[src/rtl/uart_rx_cfg.sv]
// uart_rx_cfg: configurable oversampling UART receiver with 3-sample majority vote and error reporting
module uart_rx_cfg #(
  parameter int DATA_BITS  = 8,
  parameter int PARITY     = 0,
  parameter int STOP_BITS  = 1,
  parameter int OVERSAMPLE = 16
) (
  input  logic                 clk,
  input  logic                 reset,
  input  logic                 tick,
  input  logic                 rx,
  output logic [DATA_BITS-1:0] rx_data,
  output logic                 rx_done,
  output logic                 parity_err,
  output logic                 frame_err,
  output logic                 break_det
);
  localparam int TW = $clog2(OVERSAMPLE);
  localparam int H = OVERSAMPLE / 2;
  localparam logic [TW-1:0] T_S0  = TW'(H - 1);
  localparam logic [TW-1:0] T_S1  = TW'(H);
  localparam logic [TW-1:0] T_MID = TW'(H + 1);
  localparam logic [TW-1:0] T_END = TW'(OVERSAMPLE - 1);
  localparam logic [3:0] D_LAST = 4'(DATA_BITS - 1);
  localparam logic [3:0] S_LAST = 4'(STOP_BITS - 1);
  localparam logic [2:0] WAIT_IDLE = 3'd0;
  localparam logic [2:0] IDLE      = 3'd1;
  localparam logic [2:0] START     = 3'd2;
  localparam logic [2:0] DATA      = 3'd3;
  localparam logic [2:0] PAR       = 3'd4;
  localparam logic [2:0] STOP      = 3'd5;

  logic [1:0]           sync_q, sync_d, settle_q, settle_d, samp_q, samp_d;
  logic [2:0]           state_q, state_d;
  logic [TW-1:0]        tick_cnt_q, tick_cnt_d;
  logic [3:0]           bit_cnt_q, bit_cnt_d;
  logic [DATA_BITS-1:0] shift_q, shift_d, rx_data_q, rx_data_d;
  logic                 par_q, par_d, stop0_q, stop0_d, stop1_q, stop1_d;
  logic                 rx_done_q, rx_done_d, parity_err_q, parity_err_d;
  logic                 frame_err_q, frame_err_d, break_det_q, break_det_d;
  logic                 rxs, maj, mid, last, bad, perr;

  // all state lives here; the synchronizer comes up at the idle level
  always_ff @(posedge clk or posedge reset) begin
    if (reset) begin
      sync_q       <= 2'b11;
      settle_q     <= '0;
      samp_q       <= '0;
      state_q      <= WAIT_IDLE;
      tick_cnt_q   <= '0;
      bit_cnt_q    <= '0;
      shift_q      <= '0;
      par_q        <= 1'b0;
      stop0_q      <= 1'b0;
      stop1_q      <= 1'b0;
      rx_data_q    <= '0;
      rx_done_q    <= 1'b0;
      parity_err_q <= 1'b0;
      frame_err_q  <= 1'b0;
      break_det_q  <= 1'b0;
    end else begin
      sync_q       <= sync_d;
      settle_q     <= settle_d;
      samp_q       <= samp_d;
      state_q      <= state_d;
      tick_cnt_q   <= tick_cnt_d;
      bit_cnt_q    <= bit_cnt_d;
      shift_q      <= shift_d;
      par_q        <= par_d;
      stop0_q      <= stop0_d;
      stop1_q      <= stop1_d;
      rx_data_q    <= rx_data_d;
      rx_done_q    <= rx_done_d;
      parity_err_q <= parity_err_d;
      frame_err_q  <= frame_err_d;
      break_det_q  <= break_det_d;
    end
  end

  assign rxs  = sync_q[1];
  assign maj  = (samp_q[0] & samp_q[1]) | (samp_q[0] & rxs) | (samp_q[1] & rxs);
  assign mid  = tick && tick_cnt_q == T_MID;
  assign last = tick && tick_cnt_q == T_END;
  assign bad  = stop0_q | ~maj;
  assign perr = PARITY == 1 ? ~(^shift_q ^ par_q) : PARITY == 2 ? (^shift_q ^ par_q) : 1'b0;

  // frame sequencing; WAIT_IDLE ignores rxs until the reset value of the synchronizer has flushed out
  always_comb begin
    sync_d       = {sync_q[0], rx};
    settle_d     = {settle_q[0], 1'b1};
    samp_d       = samp_q;
    state_d      = state_q;
    tick_cnt_d   = tick_cnt_q;
    bit_cnt_d    = bit_cnt_q;
    shift_d      = shift_q;
    par_d        = par_q;
    stop0_d      = stop0_q;
    stop1_d      = stop1_q;
    rx_data_d    = rx_data_q;
    rx_done_d    = 1'b0;
    parity_err_d = parity_err_q;
    frame_err_d  = frame_err_q;
    break_det_d  = break_det_q;
    if (state_q == WAIT_IDLE) begin
      if (settle_q[1] && rxs) state_d = IDLE;
    end else if (state_q == IDLE) begin
      if (!rxs) begin
        state_d    = START;
        tick_cnt_d = '0;
        bit_cnt_d  = '0;
        par_d      = 1'b0;
        stop0_d    = 1'b0;
        stop1_d    = 1'b0;
      end
    end else if (tick) begin
      tick_cnt_d = last ? '0 : tick_cnt_q + TW'(1);
      if (tick_cnt_q == T_S0) samp_d[0] = rxs;
      if (tick_cnt_q == T_S1) samp_d[1] = rxs;
      case (state_q)
        START: begin
          if (mid && maj) state_d = IDLE;
          else if (last) state_d = DATA;
        end
        DATA: begin
          if (mid) shift_d = {maj, shift_q[DATA_BITS-1:1]};
          if (last) begin
            bit_cnt_d = bit_cnt_q == D_LAST ? 4'd0 : bit_cnt_q + 4'd1;
            if (bit_cnt_q == D_LAST) state_d = PARITY != 0 ? PAR : STOP;
          end
        end
        PAR: begin
          if (mid) par_d = maj;
          if (last) state_d = STOP;
        end
        STOP: begin
          if (mid) begin
            stop0_d = stop0_q | ~maj;
            stop1_d = stop1_q | maj;
          end
          if (mid && bit_cnt_q == S_LAST) begin
            rx_done_d    = 1'b1;
            rx_data_d    = shift_q;
            parity_err_d = perr;
            frame_err_d  = bad;
            break_det_d  = shift_q == '0 && !par_q && !stop1_q && !maj;
            state_d      = bad ? WAIT_IDLE : IDLE;
            tick_cnt_d   = '0;
          end else if (last) begin
            bit_cnt_d = bit_cnt_q + 4'd1;
          end
        end
        default: state_d = WAIT_IDLE;
      endcase
    end
  end

  assign rx_data    = rx_data_q;
  assign rx_done    = rx_done_q;
  assign parity_err = parity_err_q;
  assign frame_err  = frame_err_q;
  assign break_det  = break_det_q;
endmodule
[config.mk]
export PLATFORM = sky130hd
export DESIGN_NAME = uart_rx_cfg
export DESIGN_NICKNAME = d
export VERILOG_FILES = /design/src/rtl/uart_rx_cfg.sv
export SDC_FILE = /design/constraint.sdc
export NUM_CORES = 1
export LEC_CHECK = 0
export BUFFER_PORTS_ARGS = -buffer_cell sky130_fd_sc_hd__buf_2
export CAP_MARGIN = 20
export CORE_MARGIN = 5
export CORE_UTILIZATION = 35
export CTS_BUF_LIST = sky130_fd_sc_hd__clkbuf_8
export CTS_CLUSTER_DIAMETER = 60
export CTS_CLUSTER_SIZE = 20
export DETAILED_ROUTE_END_ITERATION = 10
export PLACE_DENSITY = 0.54
export SETUP_SLACK_MARGIN = 0.15
export SLEW_MARGIN = 0
export SYNTH_ARGS = -nofsm -noshare
export SYNTH_HDL_FRONTEND = slang
export SYNTH_SLANG_ARGS = --single-unit
[constraint.sdc]
create_clock -name clk -period 2.1 [get_ports clk]
set_input_delay 0.105 -clock clk [delete_from_list [all_inputs] [get_ports clk]]
set_output_delay 0.105 -clock clk [all_outputs]
set_load 0.005 [all_outputs]
* Word-level counts from Yosys, hierarchy flattened *
Cells that the tools add are included.

storage, ports and cells
  flip-flop bits (word level) = 39
  bits of input ports = 4
  output and inout bits = 12
  logic and storage cells = 121

cells by class
  $add $sub $neg = 2
  equal/unequal tests = 21
  muxes and demuxes = 44
  bitwise logic cells = 10
  reductions and logical operators = 29

operators by type and width
  kind                   number
  $mux W4                12
  $mux W3                11
  $reduce_and A5 Y1      4
  $mux W1                19
  $ne A4 B4 Y1 const B   4
  $eq A4 B4 Y1 const B   3
  $ne A3 B3 Y1 const B   4
  $pmux W3 S4            1
  $add A4 B1 Y4 const B  2
  $eq A4 B3 Y1 const B   2
  $logic_and A1 B1 Y1    8
  $logic_not A8 Y1       1
  $pmux W4 S2            1
  $reduce_and A4 Y1      2
  $reduce_and A8 Y1      1
  $reduce_bool A2 Y1     4
  $reduce_and A7 Y1      1
  $eq A3 B2 Y1 const B   2
  $eq A3 B3 Y1 const B   2
  $reduce_bool A3 Y1     2
  $ne A5 B5 Y1 const B   1
  $logic_not A4 Y1       1
  $or A1 B1 Y1           4
  $and A1 B1 Y1          3
  7 further kinds        11

* Depth between registers and ports, before layout *
Gate-level depths: netlist of the first run.

  depth after elaboration = 11
  depth in mapped cells = 9
  mapped depth without buffers = 7

* Worst setup path after synthesis of the first run *
OpenSTA, ideal clock, no wires.

  path type = reg2reg
  from = reg state_q[2]
  to = reg state_q[0]
  setup time = 127 ps
  arrival = 1931 ps
  data required time = 1973 ps
  path slack = 41 ps
  stages on the path, launching flop included = 8
  buffers on the path = 1
  clock period less this slack = 2059 ps
  cells stage by stage = dfrtp_1 > buf_2 > inv_1 > ha_1 > nand3b_1 > o22ai_1 > a2111oi_4 > mux2_1

between the ends
  longest elaborated chain between the ends = 5
  elaborated cells between the ends (all ways) = 19
  classes of those cells = 12 x eq/ne; 4 x mux; 3 x reduce/logical

RTL lines
  element                                              RTL line  RTL
  start: declaration                                   34        logic [2:0] state_q, state_d;
  start signal: assignment                             65        state_q <= state_d;
  $eq A3 B3 Y1 / $eq A3 B2 Y1 (equally long branches)  119       case (state_q)
  $pmux W3 S4                                          119
  $mux W3                                              115       end else if (tick) begin
  $mux W3                                              106       end else if (state_q == IDLE) begin
  $mux W3                                              104       if (state_q == WAIT_IDLE) begin

Parallel ways exist; a longest one is shown, timed or not. The select of a mux whose other input is x is not followed.
A chain may end at the register's enable or synchronous reset.

* Worst setup path after layout of the first run *
  from = reg tick_cnt_q[0]
  to = reg state_q[0]

between the ends
  longest elaborated chain between the ends = 8
  elaborated cells between the ends (all ways) = 16
  classes of those cells = 6 x eq/ne; 5 x mux; 5 x reduce/logical

RTL lines
  element                   RTL line  RTL
  start: declaration        35        logic [TW-1:0] tick_cnt_q, tick_cnt_d;
  start signal: assignment  66        tick_cnt_q <= tick_cnt_d;
  $eq A4 B4 Y1              82        assign mid = tick && tick_cnt_q == T_MID;
  $logic_and A1 B1 Y1       82
  $logic_and A1 B1 Y1       121       if (mid && maj) state_d = IDLE;
  $mux W3                   121
  $pmux W3 S4               119
  $mux W3                   115
  $mux W3                   106
  $mux W3                   104

Parallel ways exist; a longest one is shown, timed or not. The select of a mux whose other input is x is not followed.

==> summary.txt, run 1 <==
Synthesis
  • Syn_nets: 190
  • Cells after Synth: 180
  • Mean Syn Cell Area: 11.13 um^2
  • Sequential cell area fraction in the yosys report: between 40% and 50%
  • Mapped cell area: 0.002003 mm^2
  • Ys Warns: 0
  • Async SR Flop Fraction: 100.0%
  • Seq cells post-synth: 39
  • Yosys cell types: 47
  • Main synth FF type: dfrtp_1
  • Number of flops mapped to enable cells by yosys: 0

Setup path
  • CP top delay family: simple AND/OR/NAND/NOR gates
  • Slowest CP cell: dfrtp_2
  • CP peak stage delay: 0.43 ns
  • Flop2flop setup slack: 0.14 ns
  • Crit path cell chain: ha_2 -> and4_4 -> nor2_1 -> and3_4 -> a2111oi_4 -> mux2_4
  • Crit path max fanout: 6
  • CP Capture Type: register
  • CP bufs+invs: 0
  • Kind of critical path: reg -> reg
  • WP data arrival: 2.14 ns
  • Worst Path Required: 2.28 ns
  • Critical path startpoint category: register

Clocking
  • Clk Latency, worst-skew pair: 0.29 ns
  • CTS H-tree depth: 2
  • CTS buffer count: 5
  • Max Root-Sink Buffers: 2
  • TritonCTS clock tree: yes
  • Root Driver: clkbuf_8
  • CTS sink count: 39
  • Clk pin slew, worst setup/hold paths: 0.08 ns

Floorplan
  • Initial core utilization: 36.16%
  • Die X: 85.65 um
  • Height of the die: between 80 and 90 um
  • Die Area: 0.007336 mm^2
  • Core outline area: between 0.005 and 0.006 mm^2
  • Row count: 27
  • I/O Pins: 16

Run status
  • Status: completed

STA
  • Fmax: 509.2 MHz
  • Final-report setup violation count: 0
  • Min Tclk post-route: 1.964 ns
  • Fin crit share: 93.51%
  • Slew Viols, Final: 0
  • Setup Skew: 0.01007 ns
  • Final hold vios: 0
  • Sum Neg Setup Slack: 0 ns
  • RSZ-0062 raised after global routing: true

Cells and area
  • # diodes: 0
  • Final nets: 220
  • Final instance area: 0.002390 mm^2
  • Most common cell after layout, fill and taps aside: dfrtp_1
  • Layout area overhead: 19.30%
  • Most frequent cells in the layout: dfrtp_1, nor2_1, buf_2, nand2_1, buf_4
  • Share of layout cells above drive strength 1: 34.60%
  • Filler cell count in the final layout: ~530

Placed design
  • PortBufs: 14
  • Dpl cell area: between 0.002 and 0.0025 mm^2
  • Final GP Congestion: 0.8280
  • Detailed Place HPWL: 2.721 mm

Global routing
  • Total GRT Usage: between 10% and 20%
  • Initial antenna violation count: 0
  • Grt ovf: 0
  • Maximum number of pins on one net before global-route repair: 40
  • Vias in the first global route: between 1k and 1.5k
  • First-pass GRT wire length: 6.824 mm

Power and ir drop
  • Leak: 1.134 nW
  • Power density over cell area: around 1100 mW/mm^2
  • VDD IR max: 592.5 uV
  • Total chip power: 2.716 mW

Drt
  • Vias per std cell: between 4 and 5
  • Drt first pass iters: 4
  • Wirelength per Cell: 13.66 um
  • Drt drc: 0
  • Vias: roughly 1.4k
  • Routed wire length: 3.866 mm
  • DRT iter0 DRCs: 94
  • Final ANT Viol Nets: 0

Job
  • Max Cap Viol: 0

Worst hold path
  • HP Class: in -> reg
tightest hold or removal path, stage by stage:
cell	delay, ns
buf_2	0.14
nand4_1	0.11
mux2_2	0.15
worst paths after layout:
kind                                      startpoint                     end  cells after the start
max                        tick_cnt_q[0]$_DFFE_PP0P_  state_q[0]$_DFFE_PP0P_                      6
min                                             tick   samp_q[0]$_DFFE_PP0P_                      3
max reg2reg                tick_cnt_q[0]$_DFFE_PP0P_  state_q[0]$_DFFE_PP0P_                      6
min reg2reg                    settle_q[0]$_DFF_PP0_   settle_q[1]$_DFF_PP0_                      0
max in group asynchronous                      reset     sync_q[1]$_DFF_PP1_                      4
min in group asynchronous                      reset  shift_q[4]$_DFFE_PP0P_                      4
routing by layer:
layer,GRT usage [%],wire length (um)
met1,15.34,1900
met2,17.30,1770
met3,3.650,127
met4,5.468,68
met5,0,0
where the power goes:
| part | internal (mW) | switching [mW] |
|---|---|---|
| clock | 0.268 | 0.280 |
| sequential | 0.860 | 0.127 |
| combinational | 0.554 | 0.627 |
| total | 1.68 | 1.03 |
kinds of logic (layout without fill, tap and decap cells):
| group | after synthesis | after routing | share of synthesized area (%) |
|---|---|---|---|
| and+or+nand+nor | 60 | 60 | 17.30 |
| buffers and inverters | 16 | 47 | 4.060 |
| DFF | 39 | 39 | 48.84 |
| muxes | 22 | 22 | 13.30 |
| other | 2 | 2 | 0.3749 |
| AOI/OAI and AO/OA | 32 | 32 | 10.81 |
| adders and majority gates | 7 | 7 | 4.434 |
| xor gates and xnor gates | 2 | 2 | 0.8746 |
registers in the layout, indices dropped and copies added (netlist names), 2 cells and up:
register,flops
rx_data,8
tick_cnt_q,4
state_q,3
settle_q,2
sync_q,2
bit_cnt_q,4
shift_q,8
samp_q,2
cell type report:
class,count,area [um^2],area share (%)
sequential,39,980.9,41.05
clock buffer,6,82.58,3.456
inverter,9,33.78,1.414
multi-input combinational,125,978.4,40.94
tap,72,90.09,3.770
timing repair buffer,30,207.7,8.691
clock inverter,2,16.27,0.6806
repair_timing:
action                                  4_1_cts  5_1_grt
endpoints found under the hold margin        38        0
gates resized for setup                       5        6
endpoints found under the setup margin        4       11
buffers inserted                              1        2
pin swaps                                     1        1
hold buffers                                  2        0
metrics by stage:
stage / hold WS, ns / util [%] / setup slack, ns / cells
floorplan: 0.1095 / - / 0.1083 / 180
global placement: 0.2113 / 40.00 / 0.1492 / 270
detailed placement: 0.2112 / 40.00 / 0.1062 / 270
CTS: 0.2574 / 42.48 / 0.1748 / 281
global route: 0.2627 / 43.13 / 0.04263 / 283
finish: 0.2613 / 43.13 / 0.1363 / 283
Yosys cell counts (2+ instances only):
library cell | n | area (um^2)
nand2b_1 | 2 | 12.51
mux2_2 | 12 | 135.1
nor2b_1 | 5 | 31.28
ha_1 | 6 | 75.07
o21ai_0 | 12 | 60.06
xor2_1 | 2 | 17.52
nand2_1 | 13 | 48.80
mux2i_1 | 3 | 30.03
nand3_1 | 7 | 35.03
o22ai_1 | 2 | 12.51
mux2_4 | 6 | 90.09
clkbuf_1 | 2 | 7.510
a21oi_1 | 7 | 35.03
inv_1 | 9 | 33.78
nor2_1 | 15 | 56.30
dfstp_2 | 2 | 52.55
buf_2 | 2 | 10.01
conb_1 | 2 | 7.510
a31oi_1 | 3 | 18.77
nor4_1 | 3 | 18.77
buf_6 | 2 | 22.52
dfrtp_1 | 37 | 925.9
nand4b_1 | 2 | 17.52
Note: power is estimated with default switching activity, not from simulation.
==> run 2, diff against run 1 <==
- clock period: 2.1 -> 1.6 ns (I/O delays scaled with it)
==> summary.txt, run 2 (synthesis results as in run 1) <==
Run status
  • Status: finished with violations
  • Failing checks: setup timing

Cells and area
  • Most common cell after layout, fill and taps aside: buf_4
  • Final nets: 260 (+18%)
  • Share of layout cells above drive strength 1: 51.00% (+16 points)
  • Core Util, Final: 51.54% (+8.4 points)
  • Layout area overhead: 42.54%
  • Most frequent cells in the layout: buf_4, dfrtp_1, buf_2, nand2_1
  • Finished Layout Cells: 323 (+14%)
  • Final instance area: 0.002855 mm^2 (+19%)
  • # diodes: 0 (unchanged)

Drt
  • Routed wire length: 4.427 mm (+15%)
  • Drt first pass iters: 4 (unchanged)
  • Final ANT Viol Nets: 0 (unchanged)
  • M1 WL: 2.141 mm (+13%)
  • Met2 Wirelength: 2.095 mm (+18%)
  • Vias: 1,577 (+13%)
  • Wirelength per Cell: 13.71 um (+0.33%)
  • DRT iter0 DRCs: 41 (-56%)
  • Top sig layer: met4
  • Drt drc: 0 (unchanged)
  • WL met3: 156 um (+23%)
  • Vias per std cell: 4.882 (-0.60%)

Clocking
  • Root Driver: clkbuf_8
  • CTS H-tree depth: 2 (unchanged)
  • TritonCTS clock tree: yes
  • Max Root-Sink Buffers: 2 (unchanged)
  • CTS buffer count: 5 (unchanged)
  • Clk Latency, worst-skew pair: 0.30 ns (about the same)
  • CTS sink count: 39 (unchanged)
  • Clk pin slew, worst setup/hold paths: 0.09 ns (about the same)

Floorplan
  • Die X: 85.65 um (unchanged)
  • Row count: 27 (unchanged)
  • Initial core utilization: 36.16% (unchanged)
  • Die Area: 0.007336 mm^2 (unchanged)
  • Core outline area: 0.005540 mm^2 (unchanged)
  • Height of the die: 85.65 um (unchanged)
  • I/O Pins: 16 (unchanged)

STA
  • Slew Viols, Final: 0 (unchanged)
  • Slew Limit Headroom: 57.97%
  • Fmax: 522.5 MHz (+2.6%)
  • Final hold vios: 0 (unchanged)
  • Setup Skew: 0.01082 ns (+0.0007513 ns)
  • Fin crit share: 119.6% (+26 points)
  • RSZ-0062 raised after global routing: true
  • Min Tclk post-route: 1.914 ns (-0.04986 ns)
  • Least-Margin Pin Slew: 0.6297 ns
  • Worst setup margin: -0.3138 ns (-0.4501 ns)
  • Hold WS: 0.3565 ns (+0.09522 ns)
  • Final-report setup violation count: 28 (+28)

Global routing
  • Total GRT Usage: 13.32% (+1.7 points)
  • Vias in the first global route: 1,664 (+20%)
  • Initial antenna violation count: 0 (unchanged)
  • First-pass GRT wire length: 7.914 mm (+16%)
  • Maximum number of pins on one net before global-route repair: 27 (-33%)
  • Grt ovf: 0 (unchanged)

Setup path
  • Slowest CP cell: dfrtp_1
  • Crit path cell chain: inv_2 -> ha_4 -> and4b_2 -> nand3_2 -> and3_4 -> a2111oi_4 -> mux2_4
  • Kind of critical path: reg -> reg
  • FF-to-FF End: state_q[0]$_DFFE_PP0P_
  • Worst setup startpoint: tick_cnt_q[1]$_DFFE_PP0P_
  • CP Capture Type: register
  • Crit path max fanout: 3 (-3)
  • Reg2reg start: tick_cnt_q[1]$_DFFE_PP0P_
  • Critical path startpoint category: register
  • CP peak stage delay: 0.42 ns (about the same)
  • Flop2flop setup slack: -0.31 ns (-0.45 ns)
  • CP Capture Point: state_q[0]$_DFFE_PP0P_
  • Reg2reg path depth: 7 (+1)
  • WP data arrival: 2.09 ns (-0.05 ns)
  • CP bufs+invs: 1 (+1)
  • CP top delay family: simple AND/OR/NAND/NOR gates
  • Crit path depth: 7 (+1)
  • Worst Path Required: 1.78 ns (-0.50 ns)

Placed design
  • Dpl cells: 303 (+12%)
  • Pre-CTS setup slack: -0.4150 ns (-0.5212 ns)
  • Final GP Congestion: 0.7857 (-5.1%)
  • Detailed Place HPWL: 3.103 mm (+14%)
  • Dpl cell area: 0.002492 mm^2 (+12%)
  • PortBufs: 14 (unchanged)

Power and ir drop
  • Leak: 1.373 nW (+21%)
  • VDD IR max: 728.4 uV (+23%)
  • Power density over cell area: 1573 mW/mm^2 (+38%)

Job
  • Max Cap Viol: 0 (unchanged)

Worst hold path
  • HP Class: reg -> reg
## run 2: cell count changes in the layout (fill, tap and decap cells not counted), sizes merged
| cell | delta |
|---|---|
| buf | +40 |
| clkbuf | -1 |
| clkinvlp | -1 |
| bufinv | +1 |
| inv | +1 |
## run 2: where the power goes
group / switching [mW] / internal [mW] / leakage (nW)
combinational: 1.06 / 1.27 / 0.800
sequential: 0.160 / 1.13 / 0.515
clock: 0.392 / 0.473 / 0.0587
total: 1.62 / 2.87 / 1.37
## run 2: timing repair
item                                   4_1_cts  5_1_grt
hold buffers                                 2        0
resized for setup                           26       18
pin swaps                                   13        9
setup endpoints to repair                   34       35
setup buffers                                5        5
endpoints found under the hold margin       12        0
## run 2: how the worst min path moves through the flow
stage	from	end	slack, ns	cells after the start
finish	settle_q[0]$_DFF_PP0_	settle_q[1]$_DFF_PP0_	0.36	0
global route	sync_q[0]$_DFF_PP1_	sync_q[1]$_DFF_PP1_	0.37	0
CTS	tick	samp_q[0]$_DFFE_PP0P_	0.35	4
detailed placement	rx	sync_q[0]$_DFF_PP1_	0.19	1
global placement	reset	settle_q[0]$_DFF_PP0_	0.17	2
floorplan	rx	sync_q[0]$_DFF_PP1_	0.08	0
## run 2: layer usage
layer,vias up,GRT usage [%]
met2,22,21.82
met5,-,0
met3,4,2.978
li1,783,-
met4,0,3.453
met1,768,17.83
## run 2: area by class of cell
type | instances | area [um^2]
fill | 504 | 2685
multi-input combinational | 125 | 1087
sequential | 39 | 980.9
timing repair buffer | 70 | 546.8
tap | 72 | 90.09
clock buffer | 5 | 68.82
clock inverter | 3 | 47.55
inverter | 9 | 33.78
## run 2: through the flow
| step | setup TNS, ns | power, mW |
|---|---|---|
| 2_1_floorplan | -3.565 | 2.378 |
| 3_3_place_gp | -5.938 | 3.179 |
| 4_1_cts | -5.842 | 4.299 |
| 6_report | -6.656 | 4.490 |
| 3_5_place_dp | -7.530 | 3.205 |
| 5_1_grt | -8.898 | 4.809 |
==> run 3, diff against run 2 <==
- ABC_AREA: unset -> 1
==> summary.txt, run 3 <==
Run status
  • Status: completed

Placed design
  • Dpl cell area: 0.002320 mm^2 (-6.9%)
  • Detailed Place HPWL: 3.151 mm (+1.6%)
  • Final GP Congestion: 0.7963 (+1.3%)
  • PortBufs: 14 (unchanged)

Synthesis
  • Ys Warns: 0 (unchanged)
  • Yosys cell types: 33 (-30%)
  • Most frequent cell after synthesis: nand2_1
  • Sequential cell area fraction in the yosys report: 46.88% (-2.0 points)
  • Mean Syn Cell Area: 8.588 um^2 (-23%)
  • Async SR Flop Fraction: 100.0% (unchanged)
  • Post-synth top cells: nand2_1, dfrtp_1, inv_1
  • Number of flops mapped to enable cells by yosys: 0 (unchanged)
  • Seq cells post-synth: 39 (unchanged)
  • Cells after Synth: 243 (+35%)
  • Syn_nets: 253 (+33%)
  • Top cell type by total area after synthesis: dfrtp_1
  • Mapped cell area: 0.002087 mm^2 (+4.2%)
  • Yosys top cell area share: 44.36% (-1.9 points)
  • Main area contributors after synthesis: dfrtp_1, nand2_1, inv_1, o21ai_2, ha_1
  • Main synth FF type: dfrtp_1

Setup path
  • Crit path cell chain: inv_2 -> ha_4 -> nand2_4 -> nor2_4 -> buf_6 -> nand3_4 -> mux2_2
  • Reg2reg path depth: 7 (unchanged)
  • CP top delay family: flip-flops
  • Kind of critical path: reg -> reg
  • Critical path startpoint category: register
  • Flop2flop setup slack: 0.1 ns (+0.41 ns)
  • Crit path max fanout: 4 (+1)
  • WP data arrival: 1.68 ns (-0.41 ns)
  • CP Capture Type: register
  • CP bufs+invs: 2 (+1)
  • Slowest CP cell: dfrtp_1
  • Worst Path Required: 1.78 ns (about the same)
  • Reg2reg start: tick_cnt_q[1]$_DFFE_PP0P_
  • CP peak stage delay: 0.40 ns (-0.02 ns)
  • FF-to-FF End: shift_q[1]$_DFFE_PP0P_

Clocking
  • CTS sink count: 39 (unchanged)
  • Clk pin slew, worst setup/hold paths: 0.08 ns (about the same)
  • Clk Latency, worst-skew pair: 0.29 ns (about the same)
  • Root Driver: clkbuf_8
  • CTS buffer count: 5 (unchanged)
  • Max Root-Sink Buffers: 2 (unchanged)
  • TritonCTS clock tree: yes
  • CTS H-tree depth: 2 (unchanged)

Cells and area
  • Layout area overhead: 34.59%
  • Final instance area: 0.002809 mm^2 (-1.6%)
  • # diodes: 0 (unchanged)
  • Final nets: 297 (+14%)
  • Share of layout cells above drive strength 1: 43.40% (-7.6 points)
  • Most common cell after layout, fill and taps aside: nand2_1
  • Most frequent cells in the layout: nand2_1, dfrtp_1, inv_1, nand2_2, buf_4

Drt
  • Vias: 1,692 (+7.3%)
  • Routed wire length: 4.589 mm (+3.7%)
  • Vias per std cell: 4.661 (-4.5%)
  • Drt drc: 0 (unchanged)
  • DRT iter0 DRCs: 94 (+130%)
  • Drt first pass iters: 4 (unchanged)
  • Wirelength per Cell: 12.64 um (-7.8%)
  • Final ANT Viol Nets: 0 (unchanged)

Floorplan
  • Core outline area: 0.005851 mm^2 (+5.6%)
  • Row count: 28 (+3.7%)
  • Initial core utilization: 35.67% (-0.48 points)
  • Height of the die: 87.22 um (+1.8%)
  • Die X: 87.22 um (+1.8%)
  • I/O Pins: 16 (unchanged)
  • Die Area: 0.007607 mm^2 (+3.7%)

Job
  • Max Cap Viol: 0 (unchanged)

Power and ir drop
  • Power density over cell area: 1510 mW/mm^2 (-4.0%)
  • Total chip power: 4.240 mW (-5.6%)
  • VDD IR max: 606.3 uV (-17%)
  • Leak: 1.353 nW (-1.4%)

Worst hold path
  • Endpoint with the worst hold slack: samp_q[1]$_DFFE_PP0P_
  • HP Class: in -> reg
  • Hold path depth: 3 (+3)
  • Hold Crit Start: tick

STA
  • Final hold vios: 0 (unchanged)
  • Slew Viols, Final: 0 (unchanged)
  • Min Tclk post-route: 1.500 ns (-0.4136 ns)
  • Final-report setup violation count: 0 (-100%)
  • Fin crit share: 93.77% (-26 points)
  • Setup Skew: 0.009867 ns (-0.0009549 ns)
  • Fmax: 666.5 MHz (+28%)
  • RSZ-0062 raised after global routing: true
  • Sum Neg Setup Slack: 0 ns (+6.656 ns)

Global routing
  • Total GRT Usage: 12.94% (-0.39 points)
  • Grt ovf: 0 (unchanged)
  • Vias in the first global route: 1,686 (+1.3%)
  • First-pass GRT wire length: 7.700 mm (-2.7%)
  • Maximum number of pins on one net before global-route repair: 40 (+48%)
  • Initial antenna violation count: 0 (unchanged)
run 3: metrics by stage:
| stage | hold WS [ns] | utilization, % | setup slack (ns) | std cells |
|---|---|---|---|---|
| finish | 0.1252 | 48.01 | 0.09973 | 363 |
| global route | 0.1415 | 48.01 | 0.01507 | 363 |
| CTS | 0.1176 | 43.71 | 0.1302 | 355 |
| detailed placement | 0.1895 | 39.65 | 0.009294 | 340 |
| global placement | 0.1861 | 39.65 | 0.002639 | 340 |
| floorplan | 0.08448 | - | 0.1545 | 243 |
run 3: worst max-delay path by stage:
stage / from / cells after the start / end
final: tick_cnt_q[1]$_DFFE_PP0P_ / 7 / shift_q[1]$_DFFE_PP0P_
after global routing: bit_cnt_q[0]$_DFFE_PP0P_ / 9 / state_q[1]$_DFFE_PP0P_
after CTS: tick_cnt_q[1]$_DFFE_PP0P_ / 11 / state_q[0]$_DFFE_PP0P_
after detailed placement: bit_cnt_q[0]$_DFFE_PP0P_ / 9 / tick_cnt_q[3]$_DFFE_PP0P_
after global placement: bit_cnt_q[0]$_DFFE_PP0P_ / 9 / tick_cnt_q[3]$_DFFE_PP0P_
after floorplan: state_q[2]$_DFFE_PP0P_ / 5 / rx_data[0]$_DFFE_PP0P_
run 3: worst reg2reg max path, cell delays in order (launching register included):
cell	delay, ns
dfrtp_1	0.40
inv_2	0.08
ha_4	0.14
nand2_4	0.05
nor2_4	0.18
buf_6	0.13
nand3_4	0.11
mux2_2	0.30
run 3: power by group:
group / total (mW) / switching (mW) / internal [mW]
Combinational: 2.22 / 1.32 / 0.899
Sequential: 1.36 / 0.188 / 1.17
Clock: 0.659 / 0.360 / 0.299
Total: 4.24 / 1.87 / 2.37
run 3: area by class of cell:
type / count / area [um^2]
clock inverter: 3 / 16.27
fill: 542 / 3042
sequential: 39 / 982.2
tap: 75 / 93.84
multi-input combinational: 166 / 1165
inverter: 34 / 135.1
timing repair buffer: 41 / 347.8
clock buffer: 5 / 68.82
run 3: per-layer routing:
metal | part of all wire (%) | global-route usage, %
met5 | 0 | 0
met4 | 2.5 | 5.858
met3 | 2.3 | 2.271
met2 | 50 | 21.60
met1 | 46 | 16.29
run 3: logic make-up (layout without fill, tap and decap cells):
group	Yosys count	after routing	synth area share [%]
AOI/OAI and AO/OA	32	32	9.653
buffers and inverters	38	83	7.793
xor gates and xnor gates	3	3	1.259
muxes	3	3	1.738
other	2	2	0.3598
DFF	39	39	46.88
adders and majority gates	6	6	3.597
and+or+nand+nor	120	120	28.72
run 3: timing repair:
item                                    4_1_cts  5_1_grt
gates resized for setup                      27       48
pin swaps                                     8       14
cloned                                        0        2
hold buffers                                  2        0
endpoints found under the setup margin       24       30
setup buffers                                 5        6
hold endpoints to repair                     38        0
